--- config.mk ---
export PLATFORM = sky130hd
export DESIGN_NAME = led_fade_sequencer
export DESIGN_NICKNAME = d
export VERILOG_FILES = /design/src/rtl/led_fade_sequencer.sv
export SDC_FILE = /design/constraint.sdc
export NUM_CORES = 1
export LEC_CHECK = 0
export ABC_AREA = 1
export CAP_MARGIN = 20
export CORE_MARGIN = 1.5
export CORE_UTILIZATION = 48
export DETAILED_ROUTE_END_ITERATION = 12
export GPL_TIMING_DRIVEN = 0
export PLACE_DENSITY = 0.66
export SLEW_MARGIN = 20
export SYNTH_ARGS = -nofsm -noshare
export SYNTH_HDL_FRONTEND = slang
export SYNTH_SLANG_ARGS = --single-unit
--- constraint.sdc ---
create_clock -name CLK -period 7.5 [get_ports CLK]
set_input_delay 1.5 -clock CLK [delete_from_list [all_inputs] [get_ports CLK]]
set_output_delay 1.5 -clock CLK [all_outputs]
set_load 0.01 [all_outputs]
--- src/rtl/led_fade_sequencer.sv ---
`default_nettype none
//------------------------------------------------------------------------------
// Module : led_fade_sequencer
// Brief  : Keyframe RGB fade sequencer feeding three 8-bit PWM duty values.
// Rev    : 1.0  initial release
//------------------------------------------------------------------------------
module led_fade_sequencer #(
    parameter  int CLK_FREQ = 125000000,
    parameter  int TICK_HZ  = 100,
    parameter  int DEPTH    = 8,
    localparam int AW       = $clog2(DEPTH)
) (
    input  logic          CLK,
    input  logic          RST,
    input  logic          WE,
    input  logic [AW-1:0] WADDR,
    input  logic [31:0]   WDATA,
    input  logic [AW:0]   LEN,
    input  logic          START,
    input  logic          STOP,
    output logic          BUSY,
    output logic [AW-1:0] IDX,
    output logic [7:0]    DUTY_R,
    output logic [7:0]    DUTY_G,
    output logic [7:0]    DUTY_B
);

    localparam int            c_TICK_PERIOD = CLK_FREQ / TICK_HZ;
    localparam int            c_CW          = (c_TICK_PERIOD > 1) ? $clog2(c_TICK_PERIOD) : 1;
    localparam logic [c_CW-1:0] c_TICK_LAST = c_CW'(c_TICK_PERIOD - 1);
    localparam logic [AW:0]   c_DEPTH       = (AW+1)'(DEPTH);

    localparam logic [1:0] c_IDLE = 2'd0;
    localparam logic [1:0] c_FADE = 2'd1;
    localparam logic [1:0] c_HOLD = 2'd2;

    logic [1:0]      r_state;
    logic [1:0]      w_state_nxt;
    logic            r_busy;
    logic [c_CW-1:0] r_tick_cnt;
    logic [AW-1:0]   r_idx;
    logic [AW:0]     r_len;
    logic [7:0]      r_hold_cnt;
    logic [7:0]      r_tgt_h, r_tgt_r, r_tgt_g, r_tgt_b;
    logic [7:0]      r_duty_r, r_duty_g, r_duty_b;
    logic [31:0]     r_mem [DEPTH];

    logic            w_tick;
    logic            w_start_ok;
    logic [AW:0]     w_len_clamp;
    logic [7:0]      w_nxt_r, w_nxt_g, w_nxt_b;
    logic            w_fade_done;
    logic [AW:0]     w_idx_p1;
    logic [AW-1:0]   w_idx_inc;
    logic            w_load;
    logic [AW-1:0]   w_load_idx;
    logic [31:0]     w_load_word;
    logic            w_fade_step;
    logic            w_hold_dec;

    function automatic logic [7:0] f_step(input logic [7:0] d, input logic [7:0] t);
        if (d < t)      return d + 8'd1;
        else if (d > t) return d - 8'd1;
        else            return d;
    endfunction

    assign w_tick      = (r_tick_cnt == c_TICK_LAST);
    assign w_start_ok  = START && (LEN != '0);
    assign w_len_clamp = (LEN > c_DEPTH) ? c_DEPTH : LEN;
    assign w_nxt_r     = f_step(r_duty_r, r_tgt_r);
    assign w_nxt_g     = f_step(r_duty_g, r_tgt_g);
    assign w_nxt_b     = f_step(r_duty_b, r_tgt_b);
    assign w_fade_done = (w_nxt_r == r_tgt_r) && (w_nxt_g == r_tgt_g) && (w_nxt_b == r_tgt_b);
    assign w_idx_p1    = {1'b0, r_idx} + (AW+1)'(1);
    assign w_idx_inc   = (w_idx_p1 == r_len) ? '0 : w_idx_p1[AW-1:0];
    // Same-cycle write to the entry being loaded is forwarded.
    assign w_load_word = (WE && (WADDR == w_load_idx)) ? WDATA : r_mem[w_load_idx];

    // State register
    always_ff @(posedge CLK) begin
        if (RST) begin
            r_state <= c_IDLE;
            r_busy  <= 1'b0;
        end else begin
            r_state <= w_state_nxt;
            r_busy  <= (w_state_nxt != c_IDLE);
        end
    end

    // Next-state and datapath control
    always_comb begin
        w_state_nxt = r_state;
        w_load      = 1'b0;
        w_load_idx  = '0;
        w_fade_step = 1'b0;
        w_hold_dec  = 1'b0;
        if (STOP) begin
            w_state_nxt = c_IDLE;
        end else if (w_start_ok) begin
            w_state_nxt = c_FADE;
            w_load      = 1'b1;
        end else if (w_tick) begin
            case (r_state)
                c_FADE: begin
                    w_fade_step = 1'b1;
                    if (w_fade_done) w_state_nxt = c_HOLD;
                end
                c_HOLD: begin
                    if (r_hold_cnt == 8'd0) begin
                        w_state_nxt = c_FADE;
                        w_load      = 1'b1;
                        w_load_idx  = w_idx_inc;
                    end else begin
                        w_hold_dec  = 1'b1;
                    end
                end
                default: ;
            endcase
        end
    end

    // Output decode
    always_comb begin
        BUSY   = r_busy;
        IDX    = r_idx;
        DUTY_R = r_duty_r;
        DUTY_G = r_duty_g;
        DUTY_B = r_duty_b;
    end

    always_ff @(posedge CLK) begin
        if (WE) r_mem[WADDR] <= WDATA;
    end

    always_ff @(posedge CLK) begin
        if (RST) begin
            r_tick_cnt <= '0;
            r_idx      <= '0;
            r_len      <= '0;
            r_hold_cnt <= 8'd0;
            r_tgt_h    <= 8'd0;
            r_tgt_r    <= 8'd0;
            r_tgt_g    <= 8'd0;
            r_tgt_b    <= 8'd0;
            r_duty_r   <= 8'd0;
            r_duty_g   <= 8'd0;
            r_duty_b   <= 8'd0;
        end else begin
            r_tick_cnt <= w_tick ? '0 : r_tick_cnt + c_CW'(1);
            if (w_start_ok) r_len <= w_len_clamp;
            if (w_load) begin
                r_idx   <= w_load_idx;
                r_tgt_h <= w_load_word[31:24];
                r_tgt_r <= w_load_word[23:16];
                r_tgt_g <= w_load_word[15:8];
                r_tgt_b <= w_load_word[7:0];
            end
            if (w_fade_step) begin
                r_duty_r <= w_nxt_r;
                r_duty_g <= w_nxt_g;
                r_duty_b <= w_nxt_b;
                if (w_fade_done) r_hold_cnt <= r_tgt_h;
            end
            if (w_hold_dec) r_hold_cnt <= r_hold_cnt - 8'd1;
        end
    end

endmodule
`default_nettype wire

**Yosys cells after proc, flatten, opt, wreduce, memory -nomap -nowiden**

Memory sizes are Yosys's and may differ from the RTL's. A register that Yosys moved wholly into a read port is not among the register bits.
Cells that the tools add are included.

- Register bits: 63
- Memory bits (writable): 256
- Bits of input ports: 44
- Memories: 1

Memory list:

| name | depth | width | rd ports | clocked after Yosys merged registers in | wr ports | RTL line | text |
|---|---|---|---|---|---|---|---|
| r_mem | 8 | 32 | 1 | 1 | 1 | 46 | `logic [31:0] r_mem [DEPTH];` |

- Add/sub/neg operators: 9
- $lt $le $gt $ge: 7
- Equal/unequal tests: 7
- Muxes and demuxes: 38
- Reduce and logical (&&, ||, !) cells: 10

Operator list:

| cell | count |
|---|---|
| $mux W8 | 9 |
| $sub A8 B1 Y8 const B | 4 |
| $add A8 B1 Y8 const B | 3 |
| $eq A8 B8 Y1 | 3 |
| $gt A8 B8 Y1 | 3 |
| $lt A8 B8 Y1 | 3 |
| $add A21 B1 Y21 const B | 1 |
| $eq A21 B21 Y1 const B | 1 |
| $mux W3 | 6 |
| $mux W1 | 16 |
| $mux W2 | 5 |
| $logic_not A8 Y1 | 1 |
| $reduce_bool A2 Y1 | 3 |
| $add A3 B1 Y4 const B | 1 |
| $eq A4 B4 Y1 | 1 |
| $gt A4 B4 Y1 const B | 1 |
| $mux W4 | 1 |
| $pmux W2 S2 | 1 |
| $reduce_bool A4 Y1 | 1 |
| $logic_and A1 B1 Y1 | 3 |
| $eq A2 B1 Y1 const B | 1 |
| $eq A2 B2 Y1 const B | 1 |
| $reduce_and A2 Y1 | 1 |
| $reduce_or A2 Y1 | 1 |

**Depth between registers and ports, before layout**

- Depth in word-level cells: 12
- Depth in mapped cells: 26

**Worst setup path before layout**

Ideal clock, no wire load.

- Kind: input port to flip-flop
- From: input port WADDR[0]
- To: memory r_mem[0][0], enable pin
- Arrival time: 3.017 ns
- Data required time: 7.079 ns
- Slack: 4.062 ns
- Stages on the path: 3
- Cell sequence: inv_1 nand2_1 nor2_1

RTL lines:

| what | RTL line | text |
|---|---|---|
| from (decl) | 16 | `input logic [AW-1:0] WADDR,` |
| to (decl) | 46 |  |

Straight into the memory's write port.

**Worst setup path after layout**

- From: input port START
- To: register r_tgt_r[6], read port of r_mem

- Word-level cells in the longest chain between the ends: 3
- Elaborated cells on any way between the ends: 5
- Classes of those cells: mux: 4; reduce/logical: 1

Ends and longest elaborated chain:

| what | RTL line | text |
|---|---|---|
| from (decl) | 19 | `input logic START,` |
| $logic_and A1 B1 Y1 * | 68 | `assign w_start_ok = START && (LEN != '0);` |
| $mux W3 or $mux W1 (tied branches) | 99 | `end else if (w_start_ok) begin` |
| $mux W3 or $mux W1 (tied branches) | 97 | `if (STOP) begin` |
| to (decl) | 44 | `logic [7:0] r_tgt_h, r_tgt_r, r_tgt_g, r_tgt_b;` |

Mark *: on every way between the ends. The rest lies on a longest branch, timed or not.
A chain may end at the register's enable or synchronous reset.

==> flow_summary.ini <==
[logic_synthesis]
synth_cells = 1779
synth_top_family_by_area = simple AND/OR/NAND/NOR gates
syn_nets = 1858
synth.distinct_cells = 47
synth_top_cell_area_share_pct = 46.5
synth_compound_area_share_pct = 12.6
syn-cell-area_mm2 = 0.0165
synthTopCellsByArea = sky130_fd_sc_hd__edfxtp_1 (46%), sky130_fd_sc_hd__dfxtp_1 (11%), sky130_fd_sc_hd__nand2_1 (7.5%)
synth_commonest_cells = sky130_fd_sc_hd__nand2_1 (331), sky130_fd_sc_hd__edfxtp_1 (256), sky130_fd_sc_hd__nor2_1 (220)
mux_cell_area_share_after_synthesis_pct = 0.204
postSynthRegisterBits = 351
synth-edff-count = 256
synth_simple_gate_area_share_pct = 19.7
async_flop_share_pct = 0
synth-adder-area-share_pct = 2.65
postSynth.topFlopCell = sky130_fd_sc_hd__edfxtp_1
synth_xor_xnor_area_share_pct = 0.794
yosysTopAreaCell = sky130_fd_sc_hd__edfxtp_1
yosysWarningCount = 0
yosys.cell_count.top_type = sky130_fd_sc_hd__nand2_1
syn-mean-instance-area_um2 = 9.30
seq_area_frac_synth_pct = 58.0

[status]
run_status = complete, no violations

[routing]
drc = 0
firstDrtPassIters = 6
wirelength_um = 46800
dr.first_iter.drc_count = 1397
vias_per_cell = 5.68
routed-via-count = 13500
detail-route-antenna-nets = 0
route.detailed.wl_per_inst_um = 19.7

[clocking]
cts.htree.levels = 2
clk_pin_slew_worst_paths_ns = 0.05
clk_root_buffer_cell = sky130_fd_sc_hd__clkbuf_16
clk_path_buf_depth = 3
post_cts.resized_instances = 0
clkSinkCount = 351
numCtsBuffers = 39
tritoncts = yes
post-cts-setup-buffer-count = 0
cts.hold.buffers_added = 0
clock_insertion_delay_worst_skew_ns = 0.54

[sta]
clock.fmax_mhz = 235
timing.setup.tns_ns = 0
setup_viol_count_final = 0
timing.final.crit_share_pct = 56.8
grt_setup_unrepaired = false
slew-limit-headroom_pct = 27.6
final_hold_viol_count = 0
timing.clock.skew_ns = 0.0197
finalMaxSlewViolations = 0
final.min_clock_period_ns = 4.26
timing_worst_slew_pin_value_ns = 1.08

[global_routing]
global_route_usage_sum_pct = 26.5
grt_antenna_before_repair = 1
largest_net_degree_at_the_start_of_global_routing = 21
number_of_global_route_vias_before_repair = 13000
gr-total-overflow = 0
wire_length_of_the_first_global_routing_pass_um = 72800

[power_and_ir_drop]
power_switching_share_pct = 23.5
internal-power_uw = 3340
share_seq_of_total_power_pct = 49.7
switching_power_uw = 1030
combPwrFrac_pct = 7.8
vdd_drop_max_uv = 182
cellPowerDensity_mw_per_mm2 = 226
clock_power_share_pct = 42.5
total_leakage_power_uw = 0.00744

[worst_setup_path]
timing.critical_path.fanout_max = 10
worst_r2r_startpoint = r_tick_cnt[0]
worst_path_max_delay_cell = sky130_fd_sc_hd__a21oi_1
critPathRequiredTime_ns = 7.92
buffers_inverters_on_critical_path = 5
timing.reg2reg.setup_slack_ns = 4.03
path_cells = clkdlybuf4s50_1 > a21boi_2 > inv_1 > a21oi_1 > buf_2 > buf_1 > nand3_1 > nand2_1 > inv_1
worst_path_dominant_cell_family = buffers and inverters
critical_path.reg2reg.endpoint = r_tgt_r[6]
endpoint_kind = flip-flop
start_kind = input pin
data_arrival_time_of_the_critical_path_ns = 4.68
path_common_cell = sky130_fd_sc_hd__inv_1
r2r_cells = 15
setup.worst_path.start = START
cpPeakStageDelay_ns = 0.67
setup.worst_path.class = in -> reg

[hold_path]
holdCritStartpoint = r_tick_cnt[0]
min_to = r_tick_cnt[0]
min-delay-path-class = reg -> reg
worst_hold_path.num_cells = 1

[floorplan]
fp.dieH_um = 189
fp.dieArea_mm2 = 0.0356
die-width_um = 189
floorplan.initialDensity_pct = 49.1
io-pin-count = 72
core_area_mm2 = 0.0337
number_of_rows_in_the_core_area = 67

[final_layout]
fraction_of_layout_cells_with_a_size_suffix_above_1_pct = 6.89
regArea_mm2 = 0.00959
multi_input_gate_area_mm2 = 0.00601
syn2layout_area_growth_pct = 16.9
stdcell_count = 2379
filler_cell_count = 2957
fin_nets = 1978

[placed_design]
finalWeightedCongestion = 0.929
post-place-cells = 2306
port_buffers = 71
dpl.hpwl_um = 32700

[run]
max_cap_violations = 0
[how the worst max path moves through the flow]
stage / endpoint / slack, ns / cells past startpoint
6_report: r_tgt_r[6] / 3.24 / 9
5_1_grt: r_tgt_r[6] / 3.17 / 10
4_1_cts: r_tgt_r[6] / 3.35 / 9
3_5_place_dp: r_tgt_r[6] / 2.80 / 9
3_3_place_gp: r_mem[0][23] / 2.14 / 4
2_1_floorplan: r_mem[0][0] / 4.06 / 3
[power groups by stage]
stage	Clock [uW]	Sequential (uW)	Combinational (uW)
2_1_floorplan	0	2200	208
3_3_place_gp	0	2210	320
3_5_place_dp	0	2210	337
4_1_cts	1870	2170	338
5_1_grt	1950	2170	386
6_report	1860	2170	340
[cell usage in the layout (no fill, tap or decap), types with 20 or more instances in the layout]
cell type	count
sky130_fd_sc_hd__nor3_1	20
sky130_fd_sc_hd__nand2_1	331
sky130_fd_sc_hd__nor2_1	212
sky130_fd_sc_hd__inv_1	163
sky130_fd_sc_hd__clkbuf_16	39
sky130_fd_sc_hd__o221ai_1	48
sky130_fd_sc_hd__clkbuf_1	47
sky130_fd_sc_hd__dfxtp_1	95
sky130_fd_sc_hd__nand3_1	147
sky130_fd_sc_hd__clkdlybuf4s50_1	71
sky130_fd_sc_hd__o21ai_0	183
sky130_fd_sc_hd__a21oi_1	86
sky130_fd_sc_hd__ha_1	35
sky130_fd_sc_hd__edfxtp_1	256
[stage by stage]
step | hold WS [ns] | area [um^2] | total power [uW] | setup WS (ns) | util [%]
floorplan | 0.418 | 16500 | 2410 | 4.06 | -
global route | 0.496 | 19300 | 4510 | 3.17 | 57.4
detailed placement | 0.439 | 18100 | 2550 | 2.80 | 53.7
CTS | 0.458 | 19300 | 4380 | 3.35 | 57.4
global placement | 0.431 | 17800 | 2530 | 2.14 | 52.9
finish | 0.454 | 19300 | 4370 | 3.24 | 57.4
[area by class of cell]
type                            instances  area share, %
Clock buffer                           49           5.36
Timing Repair Buffer                   79           4.81
Tap cell                              448           2.90
Buffer                                 74           1.84
Antenna cell                            2         0.0259
Clock inverter                         22           1.04
Inverter                              172           3.35
Multi-Input combinational cell       1182           31.1
Sequential cell                       351           49.6
[registers in the layout, summed over array words and instances, names as in the netlist]
name / flops
r_mem: 256
DUTY_R: 8
IDX: 3
r_tgt_r: 8
r_tgt_g: 8
BUSY: 1
r_tick_cnt: 21
DUTY_G: 8
r_tgt_h: 8
r_hold_cnt: 8
r_len: 4
DUTY_B: 8
r_state: 2
r_tgt_b: 8
[cells by family (layout without fill, tap and decap cells)]
family,count (synthesis),after routing
multiplexers,3,3
flip-flops,351,351
AO/OA/AOI/OAI,362,362
buffers and inverters,246,396
adder cells (fa/ha/maj),35,35
AND/OR/NAND/NOR,767,767
XOR/XNOR,15,15
other,0,2
[layer usage]
metal  GRT usage (%)  up-vias  routed length, um
li1                -     6414                  -
met5               0        -                  0
met3            4.49       95               3740
met4            8.91        0               1170
met1            35.5     6473              19600
met2            43.9      540              22300
Note: power is estimated with default switching activity, not from simulation.
